### config.mk
export PLATFORM = sky130hd
export DESIGN_NAME = sum_normalizer
export DESIGN_NICKNAME = d
export VERILOG_FILES = /design/src/rtl/sum_normalizer.sv
export SDC_FILE = /design/constraint.sdc
export NUM_CORES = 1
export LEC_CHECK = 0
export CAP_MARGIN = 20
export CORE_MARGIN = 4
export CORE_UTILIZATION = 49
export CTS_CLUSTER_SIZE = 40
export DETAILED_ROUTE_END_ITERATION = 6
export PLACE_DENSITY = 0.8
export SETUP_SLACK_MARGIN = 0.4
export SYNTH_ARGS = -nofsm -noshare
export SYNTH_HDL_FRONTEND = slang
export SYNTH_SLANG_ARGS = --single-unit
### constraint.sdc
create_clock -name clk -period 2.4 [get_ports clk]
set_input_delay 0.72 -clock clk [delete_from_list [all_inputs] [get_ports clk]]
set_output_delay 0.72 -clock clk [all_outputs]
set_load 0.03 [all_outputs]
### src/rtl/sum_normalizer.sv
// Post-adder normalize/round/repack stage: signed sum + common exponent -> packed {sign, exp, sig}.
// Optional feature macro: SUM_NORM_RNE_EN (round-to-nearest-even; default build truncates).
module sum_normalizer #(
  parameter int expWidth   = 4,
  parameter int sigWidth   = 4,
  parameter int low_expand = 2,
  localparam int SUM_WIDTH = sigWidth + low_expand + 6,
  localparam int OUT_WIDTH = 1 + expWidth + sigWidth
) (
  input  logic                 clk,
  input  logic                 rstn,
  input  logic                 in_valid,
  output logic                 in_ready,
  input  logic [SUM_WIDTH-1:0] sum,
  input  logic [expWidth-1:0]  max_exp,
  output logic                 out_valid,
  input  logic                 out_ready,
  output logic [OUT_WIDTH-1:0] out_data
);

  localparam int HID = sigWidth + low_expand;
  localparam int PW  = $clog2(SUM_WIDTH);
  localparam int E_W = expWidth + 2;
`ifdef SUM_NORM_RNE_EN
  localparam int NORM_W = SUM_WIDTH - 1;
`else
  localparam int NORM_W = sigWidth;
`endif
  localparam logic signed [E_W-1:0] E_MAX = E_W'((1 << expWidth) - 1);
  localparam logic signed [E_W-1:0] E_HID = E_W'(HID);

  // Handshake: input transfers on in_valid & in_ready, output on out_valid & out_ready;
  // a stalled output (out_valid & ~out_ready) freezes every stage and drops in_ready.
  logic stall;

  logic                   s1_valid_q, s1_valid_d;
  logic                   s1_sign_q,  s1_sign_d;
  logic [SUM_WIDTH-1:0]   s1_mag_q,   s1_mag_d;
  logic [expWidth-1:0]    s1_exp_q,   s1_exp_d;

  logic                   s2_valid_q, s2_valid_d;
  logic                   s2_sign_q,  s2_sign_d;
  logic                   s2_zero_q,  s2_zero_d;
  logic [NORM_W-1:0]      s2_norm_q,  s2_norm_d;
  logic signed [E_W-1:0]  s2_e_q,     s2_e_d;

  logic                   out_valid_q, out_valid_d;
  logic [OUT_WIDTH-1:0]   out_data_q,  out_data_d;

  logic [PW-1:0]          lead_pos;
  logic [PW-1:0]          shamt;
  logic [SUM_WIDTH-1:0]   shifted;
  logic [sigWidth-1:0]    frac;
  logic [sigWidth-1:0]    frac_r;
  logic signed [E_W-1:0]  e_r;
`ifdef SUM_NORM_RNE_EN
  logic                   rnd_bit;
  logic                   sticky;
  logic                   inc;
  logic                   carry;
`endif

  // Stage 1: sign/magnitude split
  always_comb begin
    stall    = out_valid_q & ~out_ready;
    in_ready = ~stall;
    s1_valid_d = s1_valid_q;
    s1_sign_d  = s1_sign_q;
    s1_mag_d   = s1_mag_q;
    s1_exp_d   = s1_exp_q;
    if (!stall) begin
      s1_valid_d = in_valid;
      s1_sign_d  = sum[SUM_WIDTH-1];
      s1_mag_d   = sum[SUM_WIDTH-1] ? (~sum + SUM_WIDTH'(1)) : sum;
      s1_exp_d   = max_exp;
    end
  end

  // Stage 2: leading-one detect, left-normalize, exponent adjust
  always_comb begin
    lead_pos = '0;
    for (int i = 0; i < SUM_WIDTH; i++) begin
      if (s1_mag_q[i]) lead_pos = PW'(i);
    end
    shamt   = PW'(SUM_WIDTH - 1) - lead_pos;
    shifted = s1_mag_q << shamt;
    s2_valid_d = s2_valid_q;
    s2_sign_d  = s2_sign_q;
    s2_zero_d  = s2_zero_q;
    s2_norm_d  = s2_norm_q;
    s2_e_d     = s2_e_q;
    if (!stall) begin
      s2_valid_d = s1_valid_q;
      s2_sign_d  = s1_sign_q;
      s2_zero_d  = (s1_mag_q == '0);
      // Hidden one at the MSB is implicit, so only the bits below it are kept.
      s2_norm_d  = NORM_W'(shifted >> (SUM_WIDTH - 1 - NORM_W));
      s2_e_d     = $signed(E_W'(s1_exp_q)) + $signed(E_W'(lead_pos)) - E_HID;
    end
  end

  // Stage 3: round, range check, repack
  always_comb begin
    frac = s2_norm_q[NORM_W-1 -: sigWidth];
`ifdef SUM_NORM_RNE_EN
    rnd_bit = s2_norm_q[NORM_W-1-sigWidth];
    sticky  = |s2_norm_q[NORM_W-2-sigWidth:0];
    inc     = rnd_bit & (sticky | frac[0]);
    {carry, frac_r} = {1'b0, frac} + (sigWidth + 1)'(inc);
    e_r     = s2_e_q + $signed(E_W'(carry));
`else
    frac_r  = frac;
    e_r     = s2_e_q;
`endif
    out_valid_d = out_valid_q;
    out_data_d  = out_data_q;
    if (!stall) begin
      out_valid_d = s2_valid_q;
      out_data_d  = '0;
      if (s2_valid_q && !s2_zero_q && (e_r > 0)) begin
        if (e_r > E_MAX) out_data_d = {s2_sign_q, {(expWidth + sigWidth){1'b1}}};
        else             out_data_d = {s2_sign_q, e_r[expWidth-1:0], frac_r};
      end
    end
  end

  always_ff @(posedge clk) begin
    if (!rstn) begin
      s1_valid_q  <= 1'b0;
      s1_sign_q   <= 1'b0;
      s1_mag_q    <= '0;
      s1_exp_q    <= '0;
      s2_valid_q  <= 1'b0;
      s2_sign_q   <= 1'b0;
      s2_zero_q   <= 1'b0;
      s2_norm_q   <= '0;
      s2_e_q      <= '0;
      out_valid_q <= 1'b0;
      out_data_q  <= '0;
    end else begin
      s1_valid_q  <= s1_valid_d;
      s1_sign_q   <= s1_sign_d;
      s1_mag_q    <= s1_mag_d;
      s1_exp_q    <= s1_exp_d;
      s2_valid_q  <= s2_valid_d;
      s2_sign_q   <= s2_sign_d;
      s2_zero_q   <= s2_zero_d;
      s2_norm_q   <= s2_norm_d;
      s2_e_q      <= s2_e_d;
      out_valid_q <= out_valid_d;
      out_data_q  <= out_data_d;
    end
  end

  assign out_valid = out_valid_q;
  assign out_data  = out_data_q;

endmodule

After elaboration in Yosys (flattened, before gate mapping):

Index checks and enable logic that the tools add are counted.
Widths: inputs -> output; s select.

* register bits after elaboration: 41
* latch bits: 0
* bits in writable memories: 0
* bits in read-only memories: 0
* bits of input ports: 20
* output and inout bits: 11
* word-level logic and storage cells: 40
* memories kept: 0

* add/subtract/negate cells: 4
* multiply operators: 0
* divide/modulo/power cells: 0
* magnitude comparators: 2
* equal/unequal tests: 0
* shifts and indexed selects: 1
* mux-type cells: 14
* bitwise gates (word level): 4
* reduce and logical (&&, ||, !) cells: 4

Operators by type and width (number)
* $mux 4: 10
* $add 12x1->12 const B: 1
* $logic_not 12->1: 1
* $mux 12: 1
* $not 12->12: 1
* $shl 12x4->11: 1
* $mux 9: 1
* $mux 8: 1
* $gt 6x1->1 const B: 1
* $gt 6x5->1 const B: 1
* $sub 5x3->6 const B: 1
* $add 4x4->5: 1
* $sub 4x4->4 const A: 1
* $logic_and 1x1->1: 2
* $not 1->1: 2
* $and 1x1->1: 1
* $logic_not 1->1: 1
* $mux 1: 1

Depth between registers and ports, before layout:

* depth in word-level cells: 13
* gate-level depth with buffers: 13
* mapped depth without buffers: 12

Least setup slack after synthesis:

OpenSTA, ideal clock, no wires.

* path kind: reg2reg
* start point: register s1_mag_q[9]
* end point: register s2_e_q[3], in the netlist e_r[3]
* setup time: 0.086 ns
* arrival: 2.264 ns
* data required time: 2.314 ns
* setup slack: 0.051 ns
* cell stages (with the launch flop): 12
* path buffers: 1
* period minus slack after synthesis: 2.349 ns
* cell sequence: dfxtp_1 > buf_6 > or2_4 > o21ai_2 > a21o_2 > inv_4 > ha_1 > inv_1 > ha_1 > fa_1 > xnor2_1 > a211oi_1

* longest elaborated chain between the ends: 5

Ends and longest elaborated chain
* start, declared: line 38 `logic [SUM_WIDTH-1:0] s1_mag_q, s1_mag_d;`
* start signal, assigned: line 143 `s1_mag_q <= s1_mag_d;`
* $mux 4 (3 in a row): line 83 `if (s1_mag_q[i]) lead_pos = PW'(i);`
* $add 4x4->5: line 98 `s2_e_d = $signed(E_W'(s1_exp_q)) + $signed(E_W'(lead_pos)) - E_HID;`
* $sub 5x3->6: line 98
* end signal, assigned: line 137 `s2_e_q <= '0;`
* end signal, assigned: line 149 `s2_e_q <= s2_e_d;`
* end, declared: line 45 `logic signed [E_W-1:0] s2_e_q, s2_e_d;`

Every way passes these cells.
A chain may end at the register's enable or synchronous reset.

Final worst setup path:

* start point: register s1_mag_q[9]
* end point: register s2_e_q[5], in the netlist e_r[5]

The elaborated chain is that of the path after synthesis.

==> impl_results.md <==
* Initial antenna violation count at 0
* Most instantiated cells after synthesis: nor2_1, dfxtp_1, nand2_1
* TritonCTS Buffers at 5
* Startpoint Class: register
* Final Hold Fails at 0
* Global route total overflow at 0
* Routed WL at 6448 um
* CP required at 2.63 ns
* Clk_lat worst skew at approximately 0.29 ns
* Setup TNS at 0 ns
* Final min period at 2.163 ns
* Clk root buf: clkbuf_8
* Vias in the first global route at roughly 2.3k
* Mapped cell area at 0.002420 mm^2
* Die Height at 78.28 um
* Setup CP Type: reg -> reg
* Rel. slew slack at 0.6429
* Drt wl/cell at 15.03 um
* Max-cap violations at 0
* Fmax at 462.3 MHz
* Clk sinks at 41
* CTS clock-pin slew for the worst setup and hold paths at 0.08 ns
* CP endpoint kind: register
* Total Power at 1.992 mW
* Global-route wire length before repair at around 10,000 um
* Avg Inst Size Synth at 7.731 um^2
* Most frequent cell after synthesis: nor2_1
* Post-synth top flop: dfxtp_1
* Status: completed
* Pins Over Slew Limit at 0
* Synth area leader: dfxtp_1
* Largest net degree at the start of global routing at 38
* Share of flip-flops with an asynchronous set or reset at 0
* Largest delay share family, worst path: adder cells
* ANT cells at 0
* Sequential element share of the synthesized area at 0.3392
* Worst path bufs/invs at 2
* Max VDD drop at 0.4542 mV
* Final core utilization at 0.6866
* Power Dens Cells at 610.3 mW/mm^2
* Nets at about 400
* Die X at ~78 um
* Final setup viols at 0
* Die footprint at 0.006127 mm^2
* Share of layout cells above drive strength 1 at 0.2403
* Synth-to-Final Area Change at 34.90%
* CTS tree: yes
* Max FO, Critical Path at 4
* I/O Buffers at 30
* Layout fillers at roughly 390
* Number of synthesized register bits at 41
* CP Data Arrival Time at about 2.4 ns
* Syn_nets at 342
* Leakage at 1.374 nW
* Num ports at 31
* Period utilization at 0.9013
* Gpl congestion at ~0.9
* RSZ-0062 raised after global routing: true
* CP max-delay cell: fa_2
* Core ar. at 0.004755 mm^2
* Clk buf depth at 2
* Worst-Margin Slew at 0.5348 ns
* Synth area leaders: dfxtp_1, a21oi_1, nor2_1, nand2_1, ha_1
* WHS at 0.4520 ns
* Top cell type's share of synthesized area at 0.3392
* DRC at 0
* CP max stage delay at 0.39 ns
* Post-DP HPWL at 4196 um
* Total number of vias at approximately 2.4k
* Fin area at 0.003264 mm^2
* Antenna viol nets, final at 0
* Number of cell rows at 25
* Skew final at 0.002241 ns
* Tot GR Track Use at 0.2051
* 1st-pass router iterations at 4
* Cells after Synth at 313
* Post-synth EDFFs at 0
* Cells along the critical path: or2_4 > o21ai_4 > a21o_4 > inv_6 > ha_4 > inv_2 > ha_4 > fa_2 > nand2_1 > nand4b_1 > a21oi_1
* Initial core utilization at 0.5089
* DRT iter0 DRCs at 194
* H-tree depth at 2
* Synth Warn # at 0
* Top cell by count, worst path: ha_4
* Post-DP Area at 0.002913 mm^2
* Cell variety after synth at around 60
* HP Class: reg -> reg
* Via density per instance at 5.580
[report_power, final]
group | leakage (nW) | internal (mW) | total (mW) | switching, mW
sequential | 0.340 | 0.741 | 0.797 | 0.0558
combinational | 0.976 | 0.301 | 0.626 | 0.325
clock | 0.0585 | 0.339 | 0.569 | 0.230
total | 1.37 | 1.38 | 1.99 | 0.611
[worst min-delay path, cell delays in order, from the launching register on]
cell and delay [ns]:
dfxtp_1 0.31, nand2_1 0.05, a21oi_1 0.05
[logic make-up (layout without fill, tap and decap cells)]
logic type | after synthesis | after routing | synth area share
simple gates | 129 | 129 | 0.2570
compound gates | 84 | 84 | 0.2322
flops | 41 | 41 | 0.3392
buf+inv | 35 | 84 | 0.06566
xor+xnor | 11 | 11 | 0.03982
fa+ha+maj | 9 | 9 | 0.04964
mux | 4 | 4 | 0.01655
[layer usage]
metal  global-route usage  share of wire
met5                    0              0
met4              0.06818          0.016
met3              0.03784          0.051
met2               0.3673           0.51
met1               0.2462           0.42
[stage by stage]
stage	instances	worst slack, ns
after floorplan	313	0.1788
after global placement	410	0.07589
after detailed placement	410	0.01530
after CTS	425	0.2867
after global routing	429	0.1822
final	429	0.2369
[cell type report]
cell class              instances  area, um^2  share of cell area
clock buffers                   7       86.33             0.02645
flip-flops and latches         41       833.3              0.2553
well taps                      67       83.83             0.02568
multi-input cells             237        1618              0.4956
inverters                      14       57.56             0.01763
clock inverters                 1       30.03            0.009199
repair buffers                 62       555.5              0.1702
[layout by cell type, fill, tap and decap left out, drive strengths merged, types with 3 or more instances in the layout]
cell           netlist  layout
clkdlybuf4s50        0      14
o211ai               3       3
a21oi               36      36
buf                 12      33
mux2i                4       4
o21ai               11      11
a211o                3       3
dlymetal6s2s         0       4
clkbuf               9       7
inv                 13      13
o31ai                3       3
nor3                14      14
nor2b                5       5
nand3                4       4
a31oi                3       3
xor2                 8       8
nand2               41      41
nand2b               3       3
ha                   8       8
nor4                 4       4
a21o                 3       3
and3                 3       3
nor2                43      43
xnor2                3       3
dfxtp               41      41
a211oi              11      11
dlygate4sd2          0      10
[worst paths after layout]
path                             startpoint     endpoint  slack [ns]  depth (start not counted)
worst min register to register  s1_exp_q[1]  s1_exp_q[1]        0.45                          2
worst min-delay path            s1_exp_q[1]  s1_exp_q[1]        0.45                          2
worst max register to register  s1_mag_q[9]       e_r[5]        0.24                         11
worst max-delay path            s1_mag_q[9]       e_r[5]        0.24                         11
[registers in the layout, summed over array words and instances (netlist names)]
name and count:
s1_mag_q 12, out_data 9, e_r 6, frac 4, s1_exp_q 4, out_valid 1
s1_sign_q 1, s1_valid_q 1, s2_sign_q 1, s2_valid_q 1, s2_zero_q 1
[what timing repair did]
item	4_1_cts	5_1_grt
gates resized for setup	32	21
gates cloned	0	0
pin swaps	8	17
setup buffers	7	4
hold buffers	0	0
endpoints found under the setup margin	18	11
Note: power is estimated with default switching activity, not from simulation.
